$ cat src/rtl/d_mem_ctrl.sv
// MEM-stage data-memory access controller: issues RV32I loads/stores over a
// req/ack word interface, stalls the pipeline while busy, formats load data.
module d_mem_ctrl #(
  parameter int TIMEOUT = 255,
  parameter int CNT_W   = 8
) (
  input  logic        clk,
  input  logic        rst,
  input  logic        req_valid,
  input  logic        req_we,
  input  logic [2:0]  req_funct3,
  input  logic [31:0] req_addr,
  input  logic [31:0] req_wdata,
  input  logic        pipe_adv,
  output logic        d_mem_busy,
  output logic [31:0] rdata,
  output logic        access_fault,
  output logic        bus_err,
  output logic        mem_req,
  output logic        mem_we,
  output logic [31:0] mem_addr,
  output logic [31:0] mem_wdata,
  output logic [3:0]  mem_be,
  input  logic        mem_ack,
  input  logic [31:0] mem_rdata
);

  typedef enum logic [1:0] {IDLE, WAIT, DONE} state_t;

  localparam logic [CNT_W-1:0] TO_LAST = CNT_W'(TIMEOUT - 1);

  state_t           r_state, w_next;
  logic [CNT_W-1:0] r_cnt;
  logic             r_we;
  logic [2:0]       r_funct3;
  logic [31:0]      r_addr, r_wdata, r_rdata;
  logic             r_bus_err;

  logic             w_we, w_legal, w_req, w_fault, w_timeout;
  logic [2:0]       w_funct3;
  logic [31:0]      w_addr, w_wdata;
  logic [1:0]       w_lane;
  logic [7:0]       w_byte;
  logic [15:0]      w_half;
  logic [31:0]      w_ld_data, w_st_wdata;
  logic [3:0]       w_st_be;

  // While waiting the pipeline is frozen, so drive from the captured request.
  assign w_we     = (r_state == WAIT) ? r_we     : req_we;
  assign w_funct3 = (r_state == WAIT) ? r_funct3 : req_funct3;
  assign w_addr   = (r_state == WAIT) ? r_addr   : req_addr;
  assign w_wdata  = (r_state == WAIT) ? r_wdata  : req_wdata;
  assign w_lane   = w_addr[1:0];

  always_comb begin
    w_legal = 1'b0;
    if (req_we) begin
      case (req_funct3)
        3'd0:    w_legal = 1'b1;
        3'd1:    w_legal = ~req_addr[0];
        3'd2:    w_legal = (req_addr[1:0] == 2'b00);
        default: w_legal = 1'b0;
      endcase
    end else begin
      case (req_funct3)
        3'd0, 3'd4: w_legal = 1'b1;
        3'd1, 3'd5: w_legal = ~req_addr[0];
        3'd2:       w_legal = (req_addr[1:0] == 2'b00);
        default:    w_legal = 1'b0;
      endcase
    end
  end

  always_comb begin
    w_byte = mem_rdata[8*w_lane +: 8];
    w_half = w_lane[1] ? mem_rdata[31:16] : mem_rdata[15:0];
    case (w_funct3)
      3'd0:    w_ld_data = {{24{w_byte[7]}}, w_byte};
      3'd1:    w_ld_data = {{16{w_half[15]}}, w_half};
      3'd4:    w_ld_data = {24'd0, w_byte};
      3'd5:    w_ld_data = {16'd0, w_half};
      default: w_ld_data = mem_rdata;
    endcase
  end

  always_comb begin
    w_st_wdata = 32'd0;
    w_st_be    = 4'b1111;
    if (w_we) begin
      case (w_funct3[1:0])
        2'd0: begin
          w_st_wdata = {4{w_wdata[7:0]}};
          w_st_be    = 4'b0001 << w_lane;
        end
        2'd1: begin
          w_st_wdata = {2{w_wdata[15:0]}};
          w_st_be    = 4'b0011 << w_lane;
        end
        default: begin
          w_st_wdata = w_wdata;
          w_st_be    = 4'b1111;
        end
      endcase
    end
  end

  always_comb begin
    w_next    = r_state;
    w_req     = 1'b0;
    w_fault   = 1'b0;
    w_timeout = 1'b0;
    case (r_state)
      IDLE: begin
        if (req_valid) begin
          if (w_legal) begin
            w_req  = 1'b1;
            w_next = mem_ack ? DONE : WAIT;
          end else begin
            w_fault = 1'b1;
          end
        end
      end
      WAIT: begin
        w_req = 1'b1;
        if (mem_ack) begin
          w_next = DONE;
        end else if ((TIMEOUT != 0) && (r_cnt == TO_LAST)) begin
          w_timeout = 1'b1;
          w_next    = DONE;
        end
      end
      DONE: begin
        // Holding here keeps a stale request from re-issuing under another stall.
        if (pipe_adv) w_next = IDLE;
      end
      default: w_next = IDLE;
    endcase
  end

  always_ff @(posedge clk or negedge rst) begin
    if (!rst) begin
      r_state   <= IDLE;
      r_cnt     <= '0;
      r_we      <= 1'b0;
      r_funct3  <= 3'd0;
      r_addr    <= 32'd0;
      r_wdata   <= 32'd0;
      r_rdata   <= 32'd0;
      r_bus_err <= 1'b0;
    end else begin
      r_state <= w_next;
      case (r_state)
        IDLE: begin
          if (w_req) begin
            r_we     <= req_we;
            r_funct3 <= req_funct3;
            r_addr   <= req_addr;
            r_wdata  <= req_wdata;
            r_cnt    <= '0;
            if (mem_ack && !req_we) r_rdata <= w_ld_data;
          end
        end
        WAIT: begin
          if (mem_ack) begin
            if (!r_we) r_rdata <= w_ld_data;
          end else if (w_timeout) begin
            r_bus_err <= 1'b1;
            r_rdata   <= 32'd0;
          end else begin
            r_cnt <= r_cnt + CNT_W'(1);
          end
        end
        DONE: begin
          if (pipe_adv) r_bus_err <= 1'b0;
        end
        default: ;
      endcase
    end
  end

  // Reset forces every output low immediately, even mid-access.
  assign mem_req      = rst & w_req;
  assign d_mem_busy   = rst & w_req;
  assign mem_we       = rst & w_req & w_we;
  assign mem_addr     = (rst & w_req) ? {w_addr[31:2], 2'b00} : 32'd0;
  assign mem_wdata    = (rst & w_req) ? w_st_wdata : 32'd0;
  assign mem_be       = (rst & w_req) ? w_st_be : 4'd0;
  assign access_fault = rst & w_fault;
  assign rdata        = rst ? r_rdata : 32'd0;
  assign bus_err      = rst & r_bus_err;

endmodule

$ cat config.mk
export PLATFORM = sky130hd
export DESIGN_NAME = d_mem_ctrl
export DESIGN_NICKNAME = d
export VERILOG_FILES = /design/src/rtl/d_mem_ctrl.sv
export SDC_FILE = /design/constraint.sdc
export NUM_CORES = 1
export LEC_CHECK = 0
export CAP_MARGIN = 40
export CORE_MARGIN = 8
export CORE_UTILIZATION = 35
export DETAILED_ROUTE_END_ITERATION = 10
export GPL_ROUTABILITY_DRIVEN = 0
export PLACE_DENSITY_LB_ADDON = 0.3
export RECOVER_POWER = 100
export SYNTH_ARGS = -nofsm -noshare
export SYNTH_HDL_FRONTEND = slang
export SYNTH_SLANG_ARGS = --single-unit
$ cat constraint.sdc
create_clock -name clk -period 3.1 [get_ports clk]
set_clock_uncertainty 0.2 [all_clocks]
set_input_delay 0.62 -clock clk [delete_from_list [all_inputs] [get_ports clk]]
set_output_delay 0.62 -clock clk [all_outputs]
set_load 0.01 [all_outputs]
==> results of run 1 <==
stage by stage:
| stage | worst slack, ns | utilization [%] | std cells | hold slack [ns] | power [mW] |
|---|---|---|---|---|---|
| 2_1_floorplan | -0.0735 | - | 840 | 0.124 | 2.94 |
| 3_3_place_gp | -0.938 | 51.2 | 1292 | 0.252 | 3.71 |
| 3_5_place_dp | -0.970 | 51.3 | 1293 | 0.258 | 3.75 |
| 4_1_cts | -0.160 | 52.4 | 1312 | 0.209 | 4.94 |
| 5_1_grt | -0.150 | 52.5 | 1312 | 0.246 | 5.22 |
| 6_report | -0.0899 | 52.5 | 1312 | 0.177 | 4.89 |
flip-flops by register name, indices dropped and copies added (netlist names):
signal and cells:
r_we 1, r_rdata 32, r_addr 32, r_funct3 3, r_cnt 8, r_bus_err 1, r_state 2, r_wdata 32
logic make-up (layout without fill, tap and decap cells):
group | count (synthesis) | in the layout
and+or+nand+nor | 473 | 473
AOI/OAI and AO/OA | 150 | 150
DFF | 111 | 111
buffers and inverters | 74 | 317
muxes | 22 | 22
xor gates and xnor gates | 6 | 6
adders and majority gates | 2 | 2
other | 1 | 2
layer usage:
metal | vias to the layer above | global-route usage, % | routed length, um
li1 | 3243 | - | -
met1 | 3135 | 25.6 | 9770
met2 | 227 | 29.8 | 10100
met3 | 28 | 5.05 | 1800
met4 | 2 | 5.84 | 457
met5 | - | 0 | 15
worst max-delay path by stage:
stage                              from            end  slack [ns]  cells after the start
after CTS                   req_addr[0]  mem_wdata[31]       -0.16                     10
after global placement    req_funct3[0]  mem_wdata[10]       -0.94                     10
after global routing        req_addr[0]  mem_wdata[27]       -0.15                     10
after detailed placement    req_addr[1]  mem_wdata[10]       -0.97                     10
final                     req_funct3[0]  mem_wdata[27]       -0.09                     11
after floorplan           req_funct3[0]  mem_wdata[22]       -0.07                      7
cell usage after synthesis, types with 3 or more instances:
cell type / instances / area (um^2)
nand2_1: 341 / 1280
dfrtp_1: 111 / 2780
nor2_1: 55 / 206
a21oi_1: 45 / 225
clkbuf_1: 44 / 165
and2_1: 43 / 269
o21ai_0: 28 / 140
mux2i_1: 22 / 220
inv_1: 14 / 52.6
a211oi_1: 13 / 97.6
a221oi_1: 13 / 114
nor3_1: 12 / 60.1
o21ai_2: 10 / 87.6
a311oi_1: 9 / 78.8
a222oi_1: 6 / 60.1
o2bb2ai_1: 6 / 52.6
buf_2: 5 / 25.0
buf_1: 4 / 15.0
nand2b_1: 4 / 25.0
nand3_1: 4 / 20.0
o31ai_1: 4 / 30.0
xor2_1: 4 / 35.0
buf_4: 3 / 22.5
buf_6: 3 / 33.8
power breakdown:
group	internal [mW]	total, mW	switching [mW]
Clock	0.630	1.20	0.567
Sequential	1.87	2.11	0.238
Combinational	0.759	1.58	0.819
Total	3.26	4.89	1.62
layout make-up:
type	count	area, um^2	share of cell area, %
timing repair buffer	286	2540	27.0
multi-input combinational	655	3470	36.8
tap	229	287	3.04
clock inverter	7	73.8	0.783
inverter	15	58.8	0.623
sequential	111	2780	29.4
clock buffer	9	225	2.39
worst reg2reg max path, delay by kind of cell (launching register included):
kind                   cells  cell delay [ns]
AOI/OAI and AO/OA          4             1.05
buffers and inverters      2             0.38
DFF                        1             0.43
and+or+nand+nor            2             0.69
what timing repair did:
action / 4_1_cts / 5_1_grt
setup buffers: 3 / 0
gates cloned: 0 / 0
gates resized for setup: 220 / 18
pin swaps: 7 / 3
endpoints found under the setup margin: 99 / 55
==> out/metrics.cfg, run 1 <==
[outcome]
status=complete, but fails checks
violations=setup timing

[power_and_ir_drop]
power.leakage_nw=4.74
ir_drop_uv=340
p_per_area_nw_per_um2=518

[clock_tree]
cts.path.max_buffers=2
cts_sinks=111
worstSkewPairLatency_ns=0.36
root_buffer=clkbuf_16
cts_hold_buf=0
clkTransAtPathRegs_ns=0.07
htreeDepth=3
numCtsBuffers=9
cts_tree=done

[synthesis]
avgSynthCellArea_um2=7.62
yosysSeqAreaShare_pct=43.5
yosysUniqueCellTypes=52
synth_fa_ha_area_share_pct=0.391
async_reset_ff_share_pct=100
synth_edf_count=0
synth_xor_area_share_pct=0.822
yosys.area_share.simple_pct=30.8
yosysWarnings=0
synth_compound_area_share_pct=16.1
synth.area.mux_share_pct=3.44
ys.flop_type=dfrtp_1
synth_top_family_by_area=simple AND/OR/NAND/NOR gates
synth-seq-cells=111
synthCells=839
syn_area_um2=6390

[layout]
postLayoutCellArea_um2=9430
drive_gt1_share_pct=16.3
fill_cells=1806
antenna_cells=0
syn_to_final_growth_pct=47.6
final_cell_mix=340 x nand2_1, 122 x clkdlybuf4s50_1, 111 x dfrtp_1
nNetsFinal=1185
mostFrequentLayoutCell=nand2_1

[worst_setup_path]
cp_slowest_cell=a221o_1
rrSetupSlack_ns=0.26
reg2reg_to=r_rdata[18]
arrival_ns=2.37
path_cells=buf_2 > buf_6 > a221o_1 > a21boi_4 > o21bai_4 > or2_4 > inv_4 > buf_6 > o21ai_2 > a211oi_2 > buf_2
critPathKind=in -> out
crit_buf_inv=5
startpoint_type=input pin
crit_fanout=5
cp.required_ns=2.28
rr_startpoint=r_state[0]
reg2reg_depth=8
cp-end-kind=output pin
crit_family=compound AO/OA/AOI/OAI gates
slowest_delay_ns=0.39

[detailed_routing]
vias_per_cell=5.06
wl_per_cell_um=16.9
via_count=6635
ant_nets=0
wl_mm=22.1
remaining_drc_errors=0
drt_iter0_markers=449
dr.pass1.iters=5

[sta]
setup_ws_ns=-0.0899
slew_violations=0
worst-slew-pin-transition_ns=1.27
rsz0062_at_grt=yes
fmaxAchievable_mhz=313
setup_tns_ns=-1.45
finalCriticalPeriod_ns=3.19
finalHoldViolCount=0
finalCritPeriodShare_pct=103
setup_viol_count_final=31
relSlewSlack_pct=15.1

[grt]
grt_max_degree=70
grt_use_total_pct=19.2
grt_pass1_wl_mm=34.7
first_global_vias=6437
antenna_found_initial=1
grt_overflow_total=0

[place]
place_area_um2=9210
dp_hpwl_mm=16.3
io_buffer_count=207

[floorplan]
num_rows=49
io_pins=210
initial_core_util_pct=35.6
die_w_um=151
fp.dieArea_um2=22800
die_h_um=151
core_area_um2=18000

[run]
drv_cap=0

[hold_path]
hp-class=in -> async

No activity file was read; power rests on OpenSTA's default activity.
==> run 2: changes to the inputs <==
- CORE_UTILIZATION: 35 -> 42
==> run 2 against run 1 <==
The flow still finishes with violations (setup timing). Clock-buffer cell count grew 1. Combinational power is essentially flat. Core utilization grew 10 points. Global-route usage grew 3.0 points. First-iteration DRC count rose by 25%. Wire length decreased by 3.1%. Total power decreased by 0.11%. Critical path depth fell by 3. Cell count shrank 3.3%. Largest power group unchanged.
==> out/metrics.cfg, run 2 (synthesized netlist as in run 1, its figures left out) <==
[outcome]
status=complete, but fails checks
violations=setup timing

[sta]
hold-worst-slack_ns=0.272  ; +0.0947 ns
setup_tns_ns=-1.13  ; +0.314 ns
finalCritPeriodShare_pct=103  ; +0.27 points
relSlewSlack_pct=29.4  ; +14 points
finalHoldViolCount=0  ; unchanged
rsz0062_at_grt=yes
slew_violations=0  ; unchanged
worst-slew-pin-transition_ns=1.06  ; -0.215 ns
finalCriticalPeriod_ns=3.20  ; +0.00846 ns
setup_viol_count_final=24  ; -23%
fmaxAchievable_mhz=313  ; -0.26%
setup_ws_ns=-0.0984  ; -0.00846 ns

[worst_setup_path]
rr_startpoint=r_state[0]
crit_family=simple AND/OR/NAND/NOR gates
slowest_delay_ns=0.54  ; +0.15 ns
critPathKind=in -> out
crit_start=req_addr[0]
cp.depth=8  ; -3
crit_end=mem_wdata[17]
cp_slowest_cell=or4_4
startpoint_type=input pin
crit_top_cell=buf_6
path_cells=buf_6 > or4_4 > a21boi_4 > o21bai_4 > or2_4 > buf_6 > a311oi_2 > buf_2
arrival_ns=2.38  ; about the same
cp.required_ns=2.28  ; about the same
crit_buf_inv=3  ; -2
rrSetupSlack_ns=0.34  ; +0.08 ns
reg2reg_depth=8  ; unchanged
crit_fanout=16  ; +11
cp-end-kind=output pin
reg2reg_to=r_rdata[17]

[place]
placedCellCount=1248  ; -3.5%
io_buffer_count=207  ; unchanged
place_ws_ns=-0.994  ; -0.0241 ns
dp_hpwl_mm=15.8  ; -3.1%
place_area_um2=9140  ; -0.71%

[floorplan]
core_area_um2=15000  ; -16%
num_rows=45  ; -8.2%
io_pins=210  ; unchanged
die_h_um=139  ; -7.8%
initial_core_util_pct=42.5  ; +6.9 points
fp.dieArea_um2=19400  ; -15%
die_w_um=139  ; -7.8%

[grt]
grt_pass1_wl_mm=35.4  ; +2.0%
antenna_found_initial=1  ; unchanged
grt_overflow_total=0  ; unchanged
grt_max_degree=64  ; -8.6%
first_global_vias=6925  ; +7.6%
grt_use_total_pct=22.2  ; +3.0 points

[layout]
multi_input_area_um2=3540  ; +2.1%
drive_gt1_share_pct=16.5  ; +0.12 points
instances_no_fill=1269  ; -3.3%
final_cell_mix=340 x nand2_1, 110 x dfrtp_1, 104 x clkdlybuf4s50_1
nNetsFinal=1183  ; -0.17%
antenna_cells=0  ; unchanged
regArea_um2=2780  ; about the same
reg.largest.list=r_addr (32), r_rdata (32), r_wdata (32)
postLayoutCellArea_um2=9440  ; +0.12%
fill_cells=1349  ; -25%
mostFrequentLayoutCell=nand2_1
syn_to_final_growth_pct=47.7

[detailed_routing]
wl_per_cell_um=16.9  ; +0.22%
drt_iter0_markers=560  ; +25%
ant_nets=0  ; unchanged
via_count=6671  ; +0.54%
dr.pass1.iters=5  ; unchanged
remaining_drc_errors=0  ; unchanged
wl_mm=21.5  ; -3.1%
vias_per_cell=5.26  ; +3.9%

[clock_tree]
cts.path.max_buffers=2  ; unchanged
htreeDepth=3  ; unchanged
cts_tree=done
root_buffer=clkbuf_16
numCtsBuffers=9  ; unchanged
clkTransAtPathRegs_ns=0.08  ; about the same
worstSkewPairLatency_ns=0.35  ; about the same
cts_sinks=111  ; unchanged

[run]
drv_cap=0  ; unchanged

[hold_path]
hp-class=reg -> reg

[power_and_ir_drop]
p_per_area_nw_per_um2=517  ; -0.23%
ir_drop_uv=261  ; -23%
power.leakage_nw=4.80  ; +1.4%

## run 2: cell count changes in the layout (fill, tap and decap cells not counted), sizes merged
cell           before  now
clkinvlp            1    2
buf               108  103
clkinv              5    2
inv                15   16
dlymetal6s2s        1    0
clkbuf             18   21
dlygate4sd3         9   29
clkdlybuf4s50     122  104
## run 2: how the worst min path moves through the flow
stage	start	end	slack, ns	depth (start not counted)
6_report	r_rdata[23]	r_rdata[23]	0.27	2
2_1_floorplan	rst	r_addr[0]	0.12	0
5_1_grt	r_addr[18]	r_addr[18]	0.30	2
3_3_place_gp	r_rdata[27]	r_rdata[27]	0.25	2
4_1_cts	rst	r_rdata[10]	0.19	3
3_5_place_dp	r_rdata[31]	r_rdata[31]	0.26	2
## run 2: area by class of cell
| class | instances | area share (%) |
|---|---|---|
| Inverter | 15 | 0.623 |
| Clock buffer | 10 | 2.42 |
| Timing Repair Buffer | 284 | 26.8 |
| Clock inverter | 6 | 0.742 |
| Multi-Input combinational cell | 655 | 37.5 |
| Tap cell | 188 | 2.49 |
| Sequential cell | 111 | 29.4 |
## run 2: metrics by stage
| step | power (mW) | utilization, % |
|---|---|---|
| 2_1_floorplan | 2.94 | - |
| 3_3_place_gp | 3.69 | 60.6 |
| 3_5_place_dp | 3.74 | 60.8 |
| 4_1_cts | 4.94 | 62.5 |
| 5_1_grt | 5.21 | 62.8 |
| 6_report | 4.88 | 62.8 |
## run 2: layer usage
metal	up-vias	global-route usage, %	routed length, um
met4	2	10.1	640
met3	43	6.22	1650
li1	3243	-	-
met1	3139	27.6	9300
met2	244	35.2	9860
met5	-	0	8
## run 2: tightest hold or removal path, delay by kind of cell, from the launching register on
| kind | cells | cell delay [ns] |
|---|---|---|
| DFF | 1 | 0.34 |
| and+or+nand+nor | 1 | 0.06 |
| AOI/OAI and AO/OA | 1 | 0.05 |
## run 2: report_power, final
group,switching [mW],total [mW],internal [mW]
clock network,0.553,1.19,0.634
logic,0.829,1.58,0.748
registers,0.241,2.12,1.87
## run 2: what timing repair did
item,4_1_cts,5_1_grt
gates resized for setup,221,28
endpoints found under the hold margin,6,0
buffers inserted,3,0
hold buffers,1,0
endpoints found under the setup margin,85,37
cloned,1,0
pin swaps,7,3
